File: config.mk
export PLATFORM = sky130hd
export DESIGN_NAME = ex_alu_muldiv
export DESIGN_NICKNAME = d
export VERILOG_FILES = /design/src/rtl/ex_alu_muldiv.sv
export SDC_FILE = /design/constraint.sdc
export NUM_CORES = 1
export LEC_CHECK = 0
export CORE_MARGIN = 4
export CORE_UTILIZATION = 35
export CTS_BUF_LIST = sky130_fd_sc_hd__clkbuf_4 sky130_fd_sc_hd__clkbuf_8
export DETAILED_ROUTE_END_ITERATION = 6
export PLACE_DENSITY = 0.57
export REMOVE_ABC_BUFFERS = 1
export SLEW_MARGIN = 10
export SYNTH_ARGS = -nofsm -noshare
export SYNTH_HDL_FRONTEND = slang
export SYNTH_SLANG_ARGS = --single-unit
File: constraint.sdc
create_clock -name clk -period 7.4 [get_ports clk]
set_clock_uncertainty 0.2 [all_clocks]
set_input_delay 2.22 -clock clk [delete_from_list [all_inputs] [get_ports clk]]
set_output_delay 2.22 -clock clk [all_outputs]
set_load 0.02 [all_outputs]
File: src/rtl/ex_alu_muldiv.sv
// EX-stage execute unit: single-cycle ALU plus iterative MUL/DIV/REM with flush and divide-by-zero flag.
// Optional MEM>WB operand forwarding is enabled by defining ALU_FWD_EN.
module ex_alu_muldiv #(
    parameter int DATA_W     = 32,
    parameter int REG_ADDR_W = 5
) (
    input  logic                  clk,
    input  logic                  reset,
    input  logic                  flush,
    input  logic                  in_valid,
    output logic                  in_ready,
    input  logic [3:0]            op_type,
    input  logic [REG_ADDR_W-1:0] rs_addr,
    input  logic [REG_ADDR_W-1:0] rt_addr,
    input  logic [DATA_W-1:0]     rs_data,
    input  logic [DATA_W-1:0]     rt_data,
    input  logic [DATA_W-1:0]     imm_ext,
    input  logic                  mem_we,
    input  logic [REG_ADDR_W-1:0] mem_waddr,
    input  logic [DATA_W-1:0]     mem_wdata,
    input  logic                  wb_we,
    input  logic [REG_ADDR_W-1:0] wb_waddr,
    input  logic [DATA_W-1:0]     wb_wdata,
    output logic                  out_valid,
    output logic [DATA_W-1:0]     result,
    output logic                  div_by_zero
);

    localparam int CNT_W = $clog2(DATA_W);

    localparam logic [3:0] OP_ADD = 4'b0001;
    localparam logic [3:0] OP_SUB = 4'b0010;
    localparam logic [3:0] OP_AND = 4'b0011;
    localparam logic [3:0] OP_OR  = 4'b0100;
    localparam logic [3:0] OP_SLT = 4'b0101;
    localparam logic [3:0] OP_LW  = 4'b0110;
    localparam logic [3:0] OP_SW  = 4'b0111;
    localparam logic [3:0] OP_BEQ = 4'b1000;
    localparam logic [3:0] OP_MUL = 4'b1010;
    localparam logic [3:0] OP_DIV = 4'b1011;
    localparam logic [3:0] OP_REM = 4'b1100;

    typedef enum logic [1:0] {
        ST_IDLE = 2'd0,
        ST_MUL  = 2'd1,
        ST_DIV  = 2'd2
    } state_t;

    state_t state, state_nxt;

    logic [DATA_W-1:0] opa_p0, opb_p0;
    logic              accept_p0, is_div_p0, div_zero_p0;

    logic [DATA_W-1:0] a_p1, b_p1, acc_p1;
    logic [CNT_W-1:0]  cnt_p1;
    logic              rem_sel_p1, last_iter_p1;
    logic [DATA_W-1:0] prod_nxt_p1, quo_nxt_p1, rem_nxt_p1;
    logic [DATA_W:0]   div_shift_p1, div_diff_p1;
    logic              div_ge_p1;

    logic [DATA_W-1:0] result_p1;
    logic              vld_p1, dbz_p1;

    function automatic logic [DATA_W-1:0] alu_single(
        input logic [3:0]        op,
        input logic [DATA_W-1:0] a,
        input logic [DATA_W-1:0] b
    );
        logic [DATA_W-1:0] r;
        r = '0;
        case (op)
            OP_ADD, OP_LW, OP_SW: r = a + b;
            OP_SUB:               r = a - b;
            OP_AND:               r = a & b;
            OP_OR:                r = a | b;
            OP_SLT:               r = DATA_W'(a < b);
            OP_BEQ:               r = DATA_W'(a == b);
            default:              r = '0;
        endcase
        return r;
    endfunction

    // ---- p0: operand selection and issue ----
    always_comb begin
        opa_p0 = rs_data;
        opb_p0 = rt_data;
`ifdef ALU_FWD_EN
        // r0 is hard-wired zero, so a pending write to it must never be forwarded.
        if (mem_we && mem_waddr == rs_addr && rs_addr != '0)
            opa_p0 = mem_wdata;
        else if (wb_we && wb_waddr == rs_addr && rs_addr != '0)
            opa_p0 = wb_wdata;
        if (mem_we && mem_waddr == rt_addr && rt_addr != '0)
            opb_p0 = mem_wdata;
        else if (wb_we && wb_waddr == rt_addr && rt_addr != '0)
            opb_p0 = wb_wdata;
`endif
        if (op_type == OP_LW || op_type == OP_SW)
            opb_p0 = imm_ext;
    end

`ifndef ALU_FWD_EN
    logic unused_fwd;
    assign unused_fwd = ^{mem_we, mem_waddr, mem_wdata, wb_we, wb_waddr, wb_wdata, rs_addr, rt_addr};
`endif

    assign in_ready    = (state == ST_IDLE);
    assign accept_p0   = in_valid && (state == ST_IDLE) && !flush;
    assign is_div_p0   = (op_type == OP_DIV) || (op_type == OP_REM);
    assign div_zero_p0 = (opb_p0 == '0);

    always_ff @(posedge clk or posedge reset) begin
        if (reset)
            state <= ST_IDLE;
        else
            state <= state_nxt;
    end

    always_comb begin
        state_nxt = state;
        case (state)
            ST_IDLE: begin
                if (accept_p0) begin
                    if (op_type == OP_MUL)
                        state_nxt = ST_MUL;
                    else if (is_div_p0 && !div_zero_p0)
                        state_nxt = ST_DIV;
                end
            end
            ST_MUL, ST_DIV: begin
                if (last_iter_p1)
                    state_nxt = ST_IDLE;
            end
            default: state_nxt = ST_IDLE;
        endcase
        if (flush)
            state_nxt = ST_IDLE;
    end

    // ---- p1: iteration datapath and registered result ----
    assign last_iter_p1 = (cnt_p1 == CNT_W'(DATA_W - 1));
    assign prod_nxt_p1  = acc_p1 + (b_p1[0] ? a_p1 : '0);
    // Partial remainder needs one extra bit so the shift cannot overflow for divisors >= 2^(DATA_W-1).
    assign div_shift_p1 = {acc_p1, a_p1[DATA_W-1]};
    assign div_diff_p1  = div_shift_p1 - {1'b0, b_p1};
    assign div_ge_p1    = (div_shift_p1 >= {1'b0, b_p1});
    assign rem_nxt_p1   = div_ge_p1 ? div_diff_p1[DATA_W-1:0] : div_shift_p1[DATA_W-1:0];
    assign quo_nxt_p1   = {a_p1[DATA_W-2:0], div_ge_p1};

    always_ff @(posedge clk or posedge reset) begin
        if (reset) begin
            a_p1       <= '0;
            b_p1       <= '0;
            acc_p1     <= '0;
            cnt_p1     <= '0;
            rem_sel_p1 <= 1'b0;
            result_p1  <= '0;
            vld_p1     <= 1'b0;
            dbz_p1     <= 1'b0;
        end else begin
            vld_p1 <= 1'b0;
            dbz_p1 <= 1'b0;
            if (flush) begin
                cnt_p1 <= '0;
            end else begin
                case (state)
                    ST_IDLE: begin
                        if (accept_p0) begin
                            cnt_p1 <= '0;
                            if (op_type == OP_MUL) begin
                                a_p1   <= opa_p0;
                                b_p1   <= opb_p0;
                                acc_p1 <= '0;
                            end else if (is_div_p0) begin
                                if (div_zero_p0) begin
                                    vld_p1    <= 1'b1;
                                    dbz_p1    <= 1'b1;
                                    result_p1 <= (op_type == OP_DIV) ? '1 : opa_p0;
                                end else begin
                                    a_p1       <= opa_p0;
                                    b_p1       <= opb_p0;
                                    acc_p1     <= '0;
                                    rem_sel_p1 <= (op_type == OP_REM);
                                end
                            end else begin
                                vld_p1    <= 1'b1;
                                result_p1 <= alu_single(op_type, opa_p0, opb_p0);
                            end
                        end
                    end
                    ST_MUL: begin
                        acc_p1 <= prod_nxt_p1;
                        a_p1   <= a_p1 << 1;
                        b_p1   <= b_p1 >> 1;
                        cnt_p1 <= cnt_p1 + CNT_W'(1);
                        if (last_iter_p1) begin
                            result_p1 <= prod_nxt_p1;
                            vld_p1    <= 1'b1;
                            cnt_p1    <= '0;
                        end
                    end
                    ST_DIV: begin
                        acc_p1 <= rem_nxt_p1;
                        a_p1   <= quo_nxt_p1;
                        cnt_p1 <= cnt_p1 + CNT_W'(1);
                        if (last_iter_p1) begin
                            result_p1 <= rem_sel_p1 ? rem_nxt_p1 : quo_nxt_p1;
                            vld_p1    <= 1'b1;
                            cnt_p1    <= '0;
                        end
                    end
                    default: ;
                endcase
            end
        end
    end

    assign out_valid   = vld_p1;
    assign result      = result_p1;
    assign div_by_zero = dbz_p1;

endmodule
==> impl_metrics.ini <==
[outcome]
status = completed

[cts]
cts.repair.resized = 0
cts_tree = built
numClockSinks = 138
cts_hold_buffers = 0
cts-root-buf = clkbuf_8
numCtsBuffers = 17
postCtsSetupRepairBufs = 0
cts.clk_slew.worst_paths_ns = 0.09
h-tree-depth = 4
clk_latency_ns = 0.54
ctsLongestPathBuffers = 2

[critical_path]
r2r_end = result[24]$_DFFE_PP0P_
cp-start-kind = input port
ff2ff_setup_slack_ns = 2.54
crit_path_end_kind = register
crit_type = input port to register
required_ns = 7.60
crit_fanout = 18
cp.arrival_ns = 7.15
r2r_cells = 13
r2r-start = b_p1[0]$_DFFE_PP0P_

[detailed_routing]
vias = 18500
routedWlPerCell_um = 24.4
drt_iter0_drc = 1913
drc_errors = 0
drt_pre_antenna_iters = 5
wl_um = 73400
antenna_left = 0
vias_per_cell = 6.15

[layout]
layout_commonest_cell = a21oi_1
fin_util_pct = 41.2
seqCellArea_sq_um = 3450
nets = 2758
area_delta_synth_final_pct = 16.3
final_cell_mix = 232 x a21oi_1, 211 x nor2_1, 185 x nand2_1
layout-drive-gt1-share_pct = 6.98
fillCellCount = 4889
multi_input_area_sq_um = 12400

[synthesis]
avgSynthCellArea_sq_um = 7.45
async_flop_share_pct = 100
synth-main-ff-cell = dfrtp_1
yosysWarnings = 0
ys_seq_area_share_pct = 20.4
synthCells = 2272
synth_edf_count = 0
syn_area_sq_um = 16900
synth_cell_types = 98
ys_ff_latch = 138

[sta]
setup_violations = 0
post-route-period-util_pct = 94.0
slew_headroom_pct = 16.3
layout_min_cycle_time_ns = 6.95
drv_slew = 0
rsz0062_at_grt = no
hold_violations = 0
tightest_slew_ns = 1.25
max_freq_mhz = 144
setup_ws_ns = 0.448

[global_route]
grt_pass1_wl_um = 109000
globalRouteTotalUtil_pct = 27.0
overflow = 0
antenna_found_initial = 1
grt_start_max_net_pins = 64
grt_pass1_vias = 17500

[floorplan]
io_pins = 225
die_width_um = 228
die_y_um = 228
die_area_sq_um = 51900
start_util_pct = 35.5
fp-row-count = 80
coreArea_sq_um = 47700

[placed_design]
dp_hpwl_um = 56300
gp_congestion = 0.959
pre_cts_ws_ns = 0.00554
portBuffers = 138

[worst_hold_path]
hp-class = register to register
hold_depth = 2
min_to = result[10]$_DFFE_PP0P_
worstHoldStart = result[10]$_DFFE_PP0P_

[job]
cap_violations = 0

[pwr]
power_density_nw_per_um2 = 201
peakVddDrop_mv = 0.129
leakagePower_nw = 8.69
[where the power goes]
group	switching, mW	leakage (nW)	internal, mW
clock network	0.366	0.204	0.342
registers	0.195	1.72	0.921
logic	1.31	6.77	0.819
total	1.87	8.69	2.08
[logic make-up after synthesis]
kind of cell | after synthesis | share of synthesized area [%]
AO/OA/AOI/OAI | 856 | 33.4
XOR/XNOR | 49 | 2.54
adder cells (fa/ha/maj) | 188 | 14.1
buffers and inverters | 295 | 6.87
flip-flops | 138 | 20.4
multiplexers | 55 | 3.30
AND/OR/NAND/NOR | 691 | 19.4
[Yosys cell counts, types with 44 or more instances]
cell type / count / share of area [%]
ha_1: 184 / 14
dfrtp_1: 138 / 20
a22oi_1: 46 / 2.0
a21oi_1: 233 / 6.9
nor3_1: 53 / 1.6
and2_1: 46 / 1.7
mux2i_1: 49 / 2.9
a21o_1: 44 / 2.0
o21ai_0: 184 / 5.4
nand2_1: 185 / 4.1
clkbuf_1: 107 / 2.4
inv_1: 156 / 3.5
nor2_1: 212 / 4.7
[metal layers]
layer | vias to the layer above | global-route usage (%) | part of all wire, %
met1 | 8904 | 38.1 | 45
met4 | 0 | 12.3 | 4.8
met3 | 157 | 4.20 | 7.7
li1 | 8591 | - | -
met2 | 846 | 40.8 | 43
met5 | - | 0 | 0
[stage by stage]
stage	std cells	setup TNS (ns)	area (sq um)	hold WS, ns	power, mW
finish	3010	0	19700	0.308	3.95
global route	3008	0	19700	0.336	4.19
CTS	3008	0	19700	0.311	3.93
detailed placement	2976	0	19300	0.280	3.21
global placement	2976	0	19300	0.270	3.19
floorplan	2137	-33.69	16400	0.272	2.39
[critical path, cell delays in order]
cell             delay [ns]
clkdlybuf4s50_1        0.47
inv_1                  0.06
nand3_2                0.28
buf_4                  0.36
mux2i_1                0.46
ha_1                   0.41
or4_1                  0.65
or3_1                  0.40
a2bb2oi_1              0.14
o211a_1                0.27
o21ai_2                0.44
mux2_2                 0.39
a211oi_1               0.49
a311oi_1               0.10
[area by class of cell]
type                    instances  area share (%)
multi-input cells            1839            63.0
flip-flops and latches        138            17.5
repair buffers                224            10.3
well taps                     615            3.91
inverters                     160            3.08
clock buffers                  19            1.27
clock inverters                13           0.846
diodes                          2          0.0254
[worst max-delay path by stage]
stage                    start                      to
floorplan           op_type[3]   acc_p1[0]$_DFFE_PP0P_
global placement    op_type[3]  result[31]$_DFFE_PP0P_
detailed placement  op_type[3]  result[31]$_DFFE_PP0P_
CTS                 op_type[3]  result[31]$_DFFE_PP0P_
global route        op_type[3]  result[31]$_DFFE_PP0P_
finish              op_type[3]  result[31]$_DFFE_PP0P_
[registers in the layout (all words and copies together) (netlist names)]
register	count
b_p1	32
acc_p1	32
cnt_p1	5
div_by_zero	1
out_valid	1
state	2
rem_sel_p1	1
result	32
a_p1	32
No activity file was read; power rests on OpenSTA's default activity.
